**config.mk**
```make
export PLATFORM = sky130hd
export DESIGN_NAME = eth_fcs_append
export DESIGN_NICKNAME = d
export VERILOG_FILES = /design/src/rtl/eth_fcs_append.sv
export SDC_FILE = /design/constraint.sdc
export NUM_CORES = 1
export LEC_CHECK = 0
export CORE_ASPECT_RATIO = 0.7
export CORE_UTILIZATION = 60
export DETAILED_ROUTE_END_ITERATION = 12
export PLACE_DENSITY = 0.88
export SYNTH_ARGS = -nofsm -noshare
export SYNTH_HDL_FRONTEND = slang
export SYNTH_SLANG_ARGS = --single-unit
```
**constraint.sdc**
```tcl
create_clock -name clk -period 2.65 [get_ports clk]
set_clock_uncertainty 0.15 [all_clocks]
set_input_delay 0.3975 -clock clk [delete_from_list [all_inputs] [get_ports clk]]
set_output_delay 0.3975 -clock clk [all_outputs]
set_load 0.05 [all_outputs]
```
**src/rtl/eth_fcs_append.sv**
```systemverilog
// Transmit-side Ethernet FCS generator: forwards a byte stream, zero-pads short
// frames to MIN_LEN bytes and appends the reflected CRC-32 FCS, LSB first.
module eth_fcs_append #(
    parameter int unsigned MIN_LEN = 60
) (
    input  logic       clk,
    input  logic       reset,
    input  logic       s_valid,
    input  logic [7:0] s_data,
    input  logic       s_last,
    output logic       s_ready,
    output logic       m_valid,
    output logic [7:0] m_data,
    output logic       m_last,
    input  logic       m_ready
);

    localparam int unsigned  CW      = (MIN_LEN > 0) ? $clog2(MIN_LEN + 1) : 1;
    localparam logic [31:0]  POLY    = 32'hEDB88320;
    localparam logic [CW-1:0] CNT_MAX = CW'(MIN_LEN);

    typedef enum logic [1:0] {
        ST_DATA,
        ST_PAD,
        ST_FCS
    } state_t;

    state_t         state_q, state_d;
    logic [31:0]    crc_q, crc_d;
    logic [CW-1:0]  count_q, count_d;
    logic [1:0]     fcs_idx_q, fcs_idx_d;

    logic [31:0]    fcs;
    logic [7:0]     fcs_byte;
    logic [31:0]    cnt_plus1;
    logic [CW-1:0]  cnt_inc;

    function automatic logic [31:0] crc_byte(input logic [31:0] c, input logic [7:0] b);
        logic [31:0] r;
        r = c ^ {24'd0, b};
        for (int unsigned k = 0; k < 8; k++) begin
            r = r[0] ? ((r >> 1) ^ POLY) : (r >> 1);
        end
        return r;
    endfunction

    assign fcs       = ~crc_q;
    assign cnt_plus1 = 32'(count_q) + 32'd1;
    assign cnt_inc   = (count_q == CNT_MAX) ? count_q : count_q + CW'(1);

    always_comb begin
        fcs_byte = fcs[7:0];
        case (fcs_idx_q)
            2'd0: fcs_byte = fcs[7:0];
            2'd1: fcs_byte = fcs[15:8];
            2'd2: fcs_byte = fcs[23:16];
            2'd3: fcs_byte = fcs[31:24];
            default: fcs_byte = fcs[7:0];
        endcase
    end

    always_comb begin
        state_d   = state_q;
        crc_d     = crc_q;
        count_d   = count_q;
        fcs_idx_d = fcs_idx_q;
        s_ready   = 1'b0;
        m_valid   = 1'b0;
        m_data    = '0;
        m_last    = 1'b0;

        case (state_q)
            ST_DATA: begin
                m_valid = s_valid;
                m_data  = s_data;
                s_ready = m_ready;
                if (s_valid && m_ready) begin
                    crc_d   = crc_byte(crc_q, s_data);
                    count_d = cnt_inc;
                    if (s_last) begin
                        state_d = (cnt_plus1 < MIN_LEN) ? ST_PAD : ST_FCS;
                    end
                end
            end
            ST_PAD: begin
                m_valid = 1'b1;
                if (m_ready) begin
                    crc_d   = crc_byte(crc_q, 8'h00);
                    count_d = cnt_inc;
                    if (cnt_plus1 >= MIN_LEN) begin
                        state_d = ST_FCS;
                    end
                end
            end
            ST_FCS: begin
                m_valid = 1'b1;
                m_data  = fcs_byte;
                m_last  = (fcs_idx_q == 2'd3);
                if (m_ready) begin
                    fcs_idx_d = fcs_idx_q + 2'd1;
                    if (fcs_idx_q == 2'd3) begin
                        state_d   = ST_DATA;
                        crc_d     = '1;
                        count_d   = '0;
                        fcs_idx_d = '0;
                    end
                end
            end
            default: state_d = ST_DATA;
        endcase

        // Handshakes are suppressed for the whole reset cycle, not just state.
        if (reset) begin
            s_ready = 1'b0;
            m_valid = 1'b0;
            m_last  = 1'b0;
        end
    end

    always_ff @(posedge clk) begin
        if (reset) begin
            state_q   <= ST_DATA;
            crc_q     <= '1;
            count_q   <= '0;
            fcs_idx_q <= '0;
        end else begin
            state_q   <= state_d;
            crc_q     <= crc_d;
            count_q   <= count_d;
            fcs_idx_q <= fcs_idx_d;
        end
    end

endmodule

```
# Word level (Yosys, flattened, before mapping)
# Cells that the tools add are included.
dict set report totals {
  output_inout_bits 11
  input_bits 13
  ff_bits 42
}
dict set report op_classes {
  n_eq_ne 12
  magnitude_cmp 2
  n_reduce_logical 8
  bitwise_logic 18
  addsub 3
  mux 44
}
# operator n
set op_table {}
lappend op_table {{2-to-1 mux 32 bit} 20}
lappend op_table {{inverter 13 -> 14 bit} 16}
lappend op_table {{one-hot mux 32 bit (3 select lines)} 1}
lappend op_table {{inverter 32 bit} 1}
lappend op_table {{one-hot mux 8 bit (4 select lines)} 1}
lappend op_table {{bitwise XOR 32 x 8 -> 32 bit} 1}
lappend op_table {{2-to-1 mux 6 bit} 5}
lappend op_table {{one-hot mux 6 bit (3 select lines)} 1}
lappend op_table {{2-to-1 mux 2 bit} 8}
lappend op_table {{one-hot mux 8 bit (2 select lines)} 1}
lappend op_table {{inequality test 2 bit (second input constant)} 6}
lappend op_table {{adder 6 x 1 -> 7 bit (second input constant)} 1}
lappend op_table {{greater-or-equal comparator 7 x 6 -> 1 bit (second input constant)} 1}
lappend op_table {{less-than comparator 7 x 6 -> 1 bit (second input constant)} 1}
lappend op_table {{adder 6 x 1 -> 6 bit (second input constant)} 1}
lappend op_table {{equality test 2 bit (second input constant)} 3}
lappend op_table {{equality test 6 bit (second input constant)} 1}
lappend op_table {{one-hot mux 2 bit (3 select lines)} 1}
lappend op_table {{AND reduction 6 bit} 1}
lappend op_table {{2-to-1 mux 1 bit} 5}
lappend op_table {{AND reduction 5 bit} 1}
lappend op_table {{equality test 2 x 1 -> 1 bit (second input constant)} 2}
lappend op_table {{logical NOT 2 bit} 2}
lappend op_table {{nonzero test 3 bit} 1}
lappend op_table {{5 further kinds} 5}

# Longest topological paths before layout
dict set report depth {
  depth_word 19
  mapped_depth 9
}

# Worst setup path before layout
# Ideal clock, no wire load.
dict set report synth_path {
  path_type {register to output}
  start {register state_q[1]}
  end {output m_valid}
  t_arrival_ns 2.387
  path_slack_ns -0.285
  required_ns 2.102
  path_stages_with_launch 7
  cell_sequence {dfxtp_1 > inv_1 > ha_1 > clkbuf_1 > clkbuf_1 > a21oi_1 > nor3_1}
}
dict set report synth_via {
  elab_chain_len 4
  elab_cells_between_ends 6
}
# element line_no
set synth_lines {}
lappend synth_lines {{from (decl)} 28} ;# state_t state_q, state_d;
lappend synth_lines {{from (signal assigned)} 127} ;# state_q <= state_d;
lappend synth_lines {{equality test 2 bit / equality test 2 x 1 -> 1 bit (equally long branches)} 72} ;# case (state_q)
lappend synth_lines {{OR reduction 2 bit (no source line)} -}
lappend synth_lines {{one-hot mux 1 bit (2 select lines) *} 72}
lappend synth_lines {{2-to-1 mux 1 bit *} 113} ;# if (reset) begin
lappend synth_lines {{to (decl)} 12} ;# output logic m_valid,
# Mark *: on every way between the ends. The rest lies on a longest branch, timed or not.

# Worst setup path in the final report
dict set report layout_path {
  start {register fcs_idx_q[1]}
  end {output m_data[3]}
}
dict set report layout_via {
  elab_chain_len 3
  elab_cells_between_ends 6
}
# element line_no
set layout_lines {}
lappend layout_lines {{from (decl)} 31} ;# logic [1:0] fcs_idx_q, fcs_idx_d;
lappend layout_lines {{from (signal assigned)} 130} ;# fcs_idx_q <= fcs_idx_d;
lappend layout_lines {{equality test 2 bit, or another cell as far along} 53} ;# case (fcs_idx_q)
lappend layout_lines {{one-hot mux 8 bit (4 select lines) *} 53}
lappend layout_lines {{one-hot mux 8 bit (2 select lines) *} 72}
lappend layout_lines {{to (decl)} 13} ;# output logic [7:0] m_data,
# Marks and branches as above.

==> summary.json <==
{
  "place_congestion": {"value": 0.9847},
  "crit_arrival": {"value": 2.01, "unit": "ns"},
  "place_hpwl": {"value": 9901, "unit": "µm"},
  "yosys_warnings": {"value": 0},
  "count_of_cells_along_the_worst_register_to_register_path": {"value": 6},
  "netlist.top_cell.by_area": {"value": "xnor2_1"},
  "tritoncts": {"value": "yes"},
  "maximum_number_of_pins_on_one_net_before_global_route_repair": {"value": 49},
  "worst_slack": {"value": 0.09412, "unit": "ns"},
  "core-area": {"value": 6276, "unit": "µm²"},
  "leakage": {"value": 1.825, "unit": "nW"},
  "vias_per_cell": {"value": 6.545},
  "synth_simple_gate_area_frac": {"value": 0.1331},
  "cts_buffer_depth": {"value": 2},
  "insertedDiodeCount": {"value": 0},
  "io_pins": {"value": 24},
  "remaining_drc_errors": {"value": 0},
  "synthDistinctLibCells": {"value": 49},
  "antenna_found_initial": {"value": 0},
  "pre_cts_slack": {"value": -0.05295, "unit": "ns"},
  "most-common-layout-cells": {"value": "xnor2_1 (100), buf_4 (57), a21oi_1 (51), dfxtp_1 (41), o21ai_0 (38)"},
  "synth_seq_area_share": {"value": 0.2134},
  "maxSlewViolCount": {"value": 0},
  "critical-path-top-delay-family": {"value": "flip-flops"},
  "combinational_family_with_the_most_area_after_synthesis": {"value": "XOR/XNOR gates"},
  "cts.hold.buffers_added": {"value": 0},
  "report.final.hold_viol_count": {"value": 0},
  "via_count": {"value": 4097},
  "fp.dieArea": {"value": 6900, "unit": "µm²"},
  "clock_tree.root_cell": {"value": "clkbuf_8"},
  "crit-reg2reg-capture": {"value": "crc_q[20]"},
  "layout-drive-gt1-share": {"value": 0.1606},
  "period_minus_slack": {"value": 2.556, "unit": "ns"},
  "critical_path.cell_chain": {"value": "inv_1 > ha_1 > nor2b_1 > o311ai_1 > nand2_1 > buf_12"},
  "synth_top_flop_cell": {"value": "dfxtp_1"},
  "first_pass_iters": {"value": 8},
  "syn2layout_area_growth": {"value": 20.04, "unit": "%"},
  "synth_fp_nets": {"value": 521},
  "post_synth_arst_share": {"value": 0},
  "insertion_delay": {"value": 0.31, "unit": "ns"},
  "hold_class": {"value": "reg -> reg"},
  "unrepaired_setup_endpoints_after_global_routing": {"value": "false"},
  "placed_cells": {"value": 618},
  "setup.worst_path.end_class": {"value": "output pin"},
  "postSynthRegisterBits": {"value": 42},
  "number_of_routed_nets_with_antenna_violations": {"value": 0},
  "min_delay_worst_endpoint": {"value": "count_q[5]"},
  "path_buf_inv": {"value": 2},
  "initialDrtViolationCount": {"value": 526},
  "grt_remaining_overflow": {"value": 0},
  "buffer_ports.inserted": {"value": 23},
  "clock_sink_count": {"value": 42},
  "syn_inst": {"value": 498},
  "yosys.area.top_type_share": {"value": 0.2223},
  "setup.reg_to_reg.worst_slack": {"value": 0.10, "unit": "ns"},
  "worstMarginPinSlew": {"value": 0.6287, "unit": "ns"},
  "start_util": {"value": 0.6278},
  "outcome": {"value": "completed"},
  "die_height": {"value": 69.80, "unit": "µm"},
  "groute.usage.overall": {"value": 0.3977},
  "critical_path_class": {"value": "reg -> out"},
  "final_cells": {"value": 626},
  "cts_htree_levels": {"value": 2},
  "tritoncts.num_buffers": {"value": 5},
  "design.final.nets": {"value": 570},
  "fmax": {"value": 391.3, "unit": "MHz"},
  "grt_pass1_vias": {"value": 3956},
  "path_clk_slew": {"value": 0.10, "unit": "ns"},
  "max_stage_delay": {"value": 0.39, "unit": "ns"},
  "worst_slew_margin_rel": {"value": 0.5795},
  "dieWidth": {"value": 98.86, "unit": "µm"},
  "min_path_cells": {"value": 2},
  "p_per_area": {"value": 892.3, "unit": "nW/µm²"},
  "synth-adder-area-share": {"value": 0.03176},
  "power.ir.vdd_worst": {"value": 424.0, "unit": "µV"},
  "finalCritPeriodShare": {"value": 0.9645},
  "post-layout-total-power": {"value": 4.220, "unit": "mW"},
  "wire_length_of_the_first_global_routing_pass": {"value": 20860, "unit": "µm"},
  "cp_max_fo": {"value": 8},
  "final-setup-viol-count": {"value": 0},
  "floorplan.rows": {"value": 24},
  "synth.area.top_cells": {"value": "xnor2_1 (22%), dfxtp_1 (21%), xor2_1 (6.7%)"},
  "avgRoutedWirePerCell": {"value": 21.29, "unit": "µm"},
  "postRouteWirelength": {"value": 13330, "unit": "µm"},
  "yosys-mux-area-fraction": {"value": 0.005081},
  "synth-xor-area-share": {"value": 0.3325},
  "max_cap_viol_count": {"value": 0},
  "synth_enable_flop_cells": {"value": 0},
  "critical_path_required": {"value": 2.10, "unit": "ns"},
  "commonest_non_fill_non_tap_cell_in_the_layout": {"value": "xnor2_1"},
  "synth_compound_gate_area_share": {"value": 0.2252},
  "syn-mean-instance-area": {"value": 7.912, "unit": "µm²"},
  "cell_with_the_biggest_individual_delay_on_the_critical_path": {"value": "dfxtp_1"},
  "synth_area": {"value": 3940, "unit": "µm²"},
  "setup.worst_path.start_class": {"value": "flop"},
  "r2r_start": {"value": "crc_q[4]"},
  "worst_hold_startpoint": {"value": "count_q[5]"}
}
==> final cells by class <==
| type | count | area, µm² |
|---|---|---|
| inverters | 15 | 56.30 |
| flip-flops and latches | 42 | 842.1 |
| clock inverters | 1 | 30.03 |
| well taps | 78 | 97.59 |
| repair buffers | 79 | 748.2 |
| clock buffers | 7 | 76.32 |
| fillers | 458 | 1546 |
| multi-input cells | 404 | 2879 |
==> how the worst max path moves through the flow <==
stage            startpoint   endpoint  cells past startpoint
4_1_cts        fcs_idx_q[0]  m_data[2]                      8
5_1_grt          state_q[1]  crc_q[23]                      9
3_3_place_gp      s_data[4]  crc_q[20]                      7
2_1_floorplan    state_q[1]    m_valid                      6
6_report       fcs_idx_q[1]  m_data[3]                      6
3_5_place_dp      s_data[1]  crc_q[20]                      7
==> cells by family after synthesis <==
group,count (synthesis)
buffers and inverters,52
DFF,42
AOI/OAI and AO/OA,146
adders and majority gates,10
xor gates and xnor gates,138
muxes,2
and+or+nand+nor,108
==> report_power, final <==
| group | switching [mW] | leakage, nW | total, mW | internal [mW] |
|---|---|---|---|---|
| clock network | 0.252 | 0.0524 | 0.535 | 0.283 |
| logic | 1.44 | 1.43 | 2.75 | 1.31 |
| registers | 0.196 | 0.347 | 0.935 | 0.740 |
| total | 1.88 | 1.82 | 4.22 | 2.34 |
==> cells in the mapped netlist, types with 2 or more instances <==
cell type,count
o31ai_1,9
a22o_1,4
a211o_1,4
mux2i_1,2
a21oi_1,51
o21ai_0,38
buf_2,6
or2_2,2
nand3_1,9
nor2b_1,11
dfxtp_1,42
nor4_1,2
xnor2_1,100
o211ai_1,3
nor2_1,25
buf_1,2
o31a_1,3
a21boi_0,5
nor3b_1,2
buf_6,2
nand2b_1,2
clkbuf_1,23
a211oi_1,5
o22ai_1,8
nand2_1,34
ha_1,10
xnor2_2,4
a31oi_1,4
xnor2_4,3
o221ai_1,2
nor3_1,8
nand4_1,4
inv_1,15
and3_1,3
buf_4,4
o311ai_0,5
xor2_1,30
==> state kept, by name, summed over array words and instances, names as in the netlist <==
signal,flops
crc_q,32
count_q,6
fcs_idx_q,2
state_q,2
==> metal layers <==
layer | wire length [µm] | vias up | global-route usage
met4 | 522 | 0 | 0.1675
met3 | 2061 | 75 | 0.1079
li1 | - | 1813 | -
met1 | 5109 | 1847 | 0.5301
met2 | 5632 | 362 | 0.6037
met5 | 0 | - | 0
==> tightest hold or removal path: cells and delay by family (launching register included) <==
family | cells | cell delay [ns]
AO/OA/AOI/OAI | 2 | 0.14
flip-flops | 1 | 0.35
==> metrics by stage <==
stage	util	hold WS [ns]	TNS, ns	area (µm²)
floorplan	-	0.3133	0	3945
global placement	0.7352	0.3282	0	4614
detailed placement	0.7352	0.3507	-0.07026	4614
CTS	0.7522	0.3623	0	4721
global route	0.7536	0.3933	0	4730
finish	0.7536	0.3751	0	4730
==> repair_timing <==
action                                  in CTS  in global routing
endpoints found under the hold margin        0                  0
gates resized for setup                      3                  5
endpoints found under the setup margin       3                  9
buffers inserted                             0                  0
Power figures use the tool's default switching activity.
==> RTL change 1, RTL diff (config.mk and constraints unchanged) <==
Make the reset (`reset`) asynchronous in one clocked block.
--- a/src/rtl/eth_fcs_append.sv
+++ b/src/rtl/eth_fcs_append.sv
@@ -119,3 +119,3 @@
 
-    always_ff @(posedge clk) begin
+    always_ff @(posedge clk or posedge reset) begin
         if (reset) begin
Formal check against the unedited RTL: differs if reset is asserted again (counterexample within 4 cycles, from zero or initial values and one cycle with reset high); with reset held inactive, the same outputs for 10 cycles.
==> RTL change 1 against the unedited design <==
- worst setup slack worse by 0.010 ns
- fmax is 0.40% lower
- area after synthesis is 6.3% higher
- design area is 1.9% higher
- non-clock buffer count is 30 lower
- sequential share of layout area is 4.8 points higher
- routed wire length is 12% lower
- sequential cell count stayed put
Power is left out: the tool's default activity adds up to more than one toggle a clock period on the data nets, which glitch-free logic cannot reach.
==> RTL change 1: results (changes against the unedited design) <==
\begin{tabular}{lr}
\hline
Metric & Value \\
\hline
\multicolumn{2}{l}{\textbf{Run status}} \\
Result of the run & complete, no violations \\
\multicolumn{2}{l}{\textbf{Routing}} \\
Final WL & 11770 um (-12\%) \\
Avg Vias per Cell & 6.072 (-7.2\%) \\
Iteration-0 DRC Markers & 349 (-34\%) \\
Detailed-routing iteration count for the pre-antenna-repair pass & 5 (-3) \\
\multicolumn{2}{l}{\textbf{Synthesis}} \\
Part of the Yosys area used for sequential elements & 0.2605 (+0.04713) \\
Top cells by instance count after synthesis & sky130\_fd\_sc\_hd\_\_xnor2\_1, sky130\_fd\_sc\_hd\_\_nand2\_1, sky130\_fd\_sc\_hd\_\_a21oi\_1 \\
Number of library cell types mapped by synthesis & 51 (+4.1\%) \\
Gate count of the mapped netlist & 484 (-2.8\%) \\
Share of synthesized registers carrying an async set or reset & 1.000 (+1.000) \\
Net count of the mapped netlist & 507 (-2.7\%) \\
Ys flop type & sky130\_fd\_sc\_hd\_\_dfstp\_2 \\
Yosys warns & 0 (unchanged) \\
\multicolumn{2}{l}{\textbf{STA}} \\
Relative slew margins & 0.6262 (+0.04676) \\
\multicolumn{2}{l}{\textbf{Layout}} \\
Post-route insts no fill & 601 (-4.0\%) \\
Share of the core filled with cells & 0.7133 (-0.04026) \\
Layout cell share with drive strength beyond 1 & 0.2091 (+0.04849) \\
Net count reported at finish & 529 (-7.2\%) \\
\multicolumn{2}{l}{\textbf{Placement}} \\
HPWL after DPL & 8489 um (-14\%) \\
Placed insts & 592 (-4.2\%) \\
Worst slack at placement & -0.04381 ns (+0.009139 ns) \\
\multicolumn{2}{l}{\textbf{Global routing}} \\
Wire length of the first global-routing pass & 19200 um (-7.9\%) \\
Overall global routing resource usage & 0.3503 (-0.04740) \\
Largest net degree at the start of global routing & 43 (-12\%) \\
Number of global-route vias before repair & 3700 (-6.5\%) \\
\multicolumn{2}{l}{\textbf{Critical path}} \\
Master of the slowest instance on the critical path & sky130\_fd\_sc\_hd\_\_dfrtp\_1 \\
Kind of cell adding the most delay to the critical path & compound AO/OA/AOI/OAI gates \\
\hline
\end{tabular}
[RTL change 1: worst paths after layout]
check,start,depth (start not counted),slack [ns],endpoint
worst max-delay path,fcs_idx_q[1],7,0.08,m_data[5]
worst min-delay path,crc_q[24],2,0.36,crc_q[24]
worst max register to register,state_q[0],8,0.21,crc_q[20]
worst min register to register,crc_q[24],2,0.36,crc_q[24]
max in group asynchronous,reset,3,1.49,crc_q[29]
min in group asynchronous,reset,3,0.37,fcs_idx_q[1]
[RTL change 1: timing repair]
action	4_1_cts	5_1_grt
setup buffers	0	1
pin swaps	0	1
endpoints found under the setup margin	5	13
gates cloned	0	0
resized for setup	3	8
hold buffers	0	0
[RTL change 1: tightest hold or removal path: stages (launching register included)]
cell and delay, ns:
sky130_fd_sc_hd__dfstp_2 0.41, sky130_fd_sc_hd__nand2_1 0.06, sky130_fd_sc_hd__o31ai_1 0.06
[RTL change 1: area by class of cell]
cell class | instances | share of cell area
multi-input combinational | 389 | 0.5974
tap | 94 | 0.02440
timing repair buffer | 49 | 0.1171
inverter | 19 | 0.01532
clock buffer | 5 | 0.01428
clock inverter | 3 | 0.005192
sequential | 42 | 0.2264
[RTL change 1: logic make-up after synthesis]
logic type / Yosys count / share of synthesized area
buffers and inverters: 53 / 0.05616
flip-flops: 42 / 0.2605
multiplexers: 9 / 0.02360
adder cells (fa/ha/maj): 10 / 0.02988
AO/OA/AOI/OAI: 118 / 0.1742
XOR/XNOR: 133 / 0.3293
AND/OR/NAND/NOR: 119 / 0.1264
[RTL change 1: per-layer routing]
layer  vias up  global-route usage  share of wire
li1       1672                   -              -
met1      1711              0.4876           0.42
met2       232              0.5210           0.43
met3        34             0.09441           0.12
met4         0              0.1381          0.025
met5         -                   0              0
==> RTL change 2, RTL diff (same flow settings) <==
Made on the original files. `MIN_LEN`: 60 -> 120.
--- a/src/rtl/eth_fcs_append.sv
+++ b/src/rtl/eth_fcs_append.sv
@@ -3,3 +3,3 @@
 module eth_fcs_append #(
-    parameter int unsigned MIN_LEN = 60
+    parameter int unsigned MIN_LEN = 120
 ) (
Check against the original RTL: same outputs for any inputs over 10 cycles, from zero or initial values and one cycle with reset high; that may be too few to reach the edited logic, so the function may still have changed.
==> RTL change 2 against the unedited design <==
- utilization shrank 3.3 points
- power is 33% higher
- worst setup slack worse by 0.0041 ns
- sequential cell count rose by 1
- synthesized cell count shrank 2.0%
- global-route usage is 4.1 points lower
- fmax down 0.16%
- routed wire length decreased by 6.7%
- sequential power up 13%
- combinational power grew 46%
- area after synthesis is 9.2% higher
- design area grew 4.3%
- critical endpoint is now m_valid
- largest power group unchanged
- highest routed layer unchanged
==> RTL change 2: results (changes against the unedited design) <==
\begin{tabular}{lr}
\hline
Metric & Value \\
\hline
\multicolumn{2}{l}{\textbf{Synthesis}} \\
Most area-consuming cells after synthesis & sky130\_fd\_sc\_hd\_\_dfxtp\_1, sky130\_fd\_sc\_hd\_\_xnor2\_1, sky130\_fd\_sc\_hd\_\_a21oi\_1 \\
Yosys warns & 0 (unchanged) \\
Net count of the mapped netlist & 511 (-1.9\%) \\
Ys flop type & sky130\_fd\_sc\_hd\_\_dfxtp\_1 \\
Number of library cell types mapped by synthesis & 59 (+20\%) \\
Top cells by instance count after synthesis & sky130\_fd\_sc\_hd\_\_xnor2\_1, sky130\_fd\_sc\_hd\_\_a21oi\_1, sky130\_fd\_sc\_hd\_\_dfxtp\_1 \\
Part of the Yosys area used for sequential elements & 0.2001 (-0.01328) \\
Share of synthesized registers carrying an async set or reset & 0 (unchanged) \\
\multicolumn{2}{l}{\textbf{Global routing}} \\
Largest net degree at the start of global routing & 55 (+12\%) \\
Wire length of the first global-routing pass & 19710 um (-5.5\%) \\
Number of global-route vias before repair & 3825 (-3.3\%) \\
Antenna violations before repair & 0 (unchanged) \\
Overall global routing resource usage & 0.3566 (-0.04120) \\
\multicolumn{2}{l}{\textbf{CTS}} \\
CTS root buf & sky130\_fd\_sc\_hd\_\_clkbuf\_8 \\
H-tree depth & 2 (unchanged) \\
Clock Latency Late Sink & 0.34 ns (+0.03 ns) \\
\multicolumn{2}{l}{\textbf{Power and ir drop}} \\
Worst vdd rail ir drop & 0.0004918 V (+16\%) \\
Pleak & 1.989 nW (+9.0\%) \\
\multicolumn{2}{l}{\textbf{Critical path}} \\
Kind of cell adding the most delay to the critical path & buffers and inverters \\
CP max FO & 16 (+8) \\
Peak per-stage delay on the critical path & 0.45 ns (+0.06 ns) \\
\multicolumn{2}{l}{\textbf{Layout}} \\
Layout cell share with drive strength beyond 1 & 0.1759 (+0.01532) \\
Number of fill cells in the layout & 475 (+3.7\%) \\
Antenna diode count & 0 (unchanged) \\
Net count reported at finish & 545 (-4.4\%) \\
Largest regs & crc\_q: 32 flops, count\_q: 7 flops \\
\multicolumn{2}{l}{\textbf{Placement}} \\
HPWL after DPL & 8995 um (-9.1\%) \\
Routability congestion estimate from global placement & 0.9785 (-0.63\%) \\
Worst slack at placement & -0.06540 ns (-0.01246 ns) \\
Placed Area & 0.004820 sq mm (+4.4\%) \\
\multicolumn{2}{l}{\textbf{STA}} \\
Number of endpoints failing setup at the final stage & 0 (unchanged) \\
Relative slew margins & 0.5441 (-0.03540) \\
\multicolumn{2}{l}{\textbf{Worst hold path}} \\
HP Class & reg2reg \\
\multicolumn{2}{l}{\textbf{Run status}} \\
Result of the run & complete, no violations \\
\multicolumn{2}{l}{\textbf{Routing}} \\
Final WL & 12430 um (-6.7\%) \\
Vias & 3961 (-3.3\%) \\
Detailed-routing iteration count for the pre-antenna-repair pass & 5 (-3) \\
Iteration-0 DRC Markers & 396 (-25\%) \\
\hline
\end{tabular}
-- RTL change 2: cell count changes after synthesis, moves of 5 or more --
cell and delta:
sky130_fd_sc_hd__or3_1 +6, sky130_fd_sc_hd__buf_2 -5, sky130_fd_sc_hd__xnor3_1 +11, sky130_fd_sc_hd__a31oi_1 +7
sky130_fd_sc_hd__nor2_1 +9, sky130_fd_sc_hd__xnor2_1 -28, sky130_fd_sc_hd__o21ai_0 -26, sky130_fd_sc_hd__xor2_1 -10
sky130_fd_sc_hd__a211o_1 +5, sky130_fd_sc_hd__a21boi_0 -5
-- RTL change 2: stage by stage --
stage | instances | utilization | setup TNS, ns | hold WS [ns]
finish | 617 | 0.7202 | 0 | 0.3767
global route | 617 | 0.7202 | 0 | 0.3896
CTS | 617 | 0.7191 | 0 | 0.3730
detailed placement | 609 | 0.7036 | -0.07325 | 0.3540
global placement | 609 | 0.7036 | 0 | 0.3307
floorplan | 488 | - | 0 | 0.3178
-- RTL change 2: cells by family (layout without fill, tap and decap cells) --
group	count (synthesis)	count (layout)	share of synthesized area
AO/OA/AOI/OAI	140	140	0.2147
AND/OR/NAND/NOR	118	118	0.1323
XOR/XNOR	124	124	0.3511
multiplexers	2	2	0.004654
buffers and inverters	51	86	0.06806
flip-flops	43	43	0.2001
adder cells (fa/ha/maj)	10	10	0.02909
-- RTL change 2: what timing repair did --
| item | 4_1_cts | 5_1_grt |
|---|---|---|
| gates resized for setup | 1 | 8 |
| buffers inserted | 0 | 0 |
| setup endpoints to repair | 1 | 9 |
| hold buffers | 0 | 0 |
-- RTL change 2: area by class of cell --
class,count,share of cell area
Timing Repair Buffer,64,0.1288
Sequential cell,43,0.1745
Multi-Input combinational cell,394,0.6406
Tap cell,94,0.02384
Inverter,14,0.01116
Clock inverter,1,0.001522
Clock buffer,7,0.01953
-- RTL change 2: per-layer routing --
metal,up-vias,GRT usage,wire length [um]
met5,-,0,0
met4,0,0.1487,385
met3,42,0.09100,1597
met2,276,0.5504,5491
met1,1855,0.4765,4952
li1,1788,-,-
-- RTL change 2: final timing paths --
kind / startpoint / endpoint / slack, ns / depth (start not counted)
min: crc_q[20] / crc_q[20] / 0.38 / 2
max reg2reg: state_q[0] / count_q[2] / 0.11 / 7
max: state_q[0] / m_valid / 0.09 / 6
min reg2reg: crc_q[20] / crc_q[20] / 0.38 / 2
-- RTL change 2: worst min-delay path: cells and delay by family (launching register included) --
| kind | cells | cell delay (ns) |
|---|---|---|
| AOI/OAI and AO/OA | 1 | 0.04 |
| and+or+nand+nor | 1 | 0.10 |
| DFF | 1 | 0.34 |
-- RTL change 2: power by group --
part / leakage (nW) / internal, W / switching [W]
registers: 0.355 / 0.000798 / 0.000262
logic: 1.58 / 0.00209 / 0.00193
clock network: 0.0505 / 0.000238 / 0.000279
total: 1.99 / 0.00313 / 0.00247
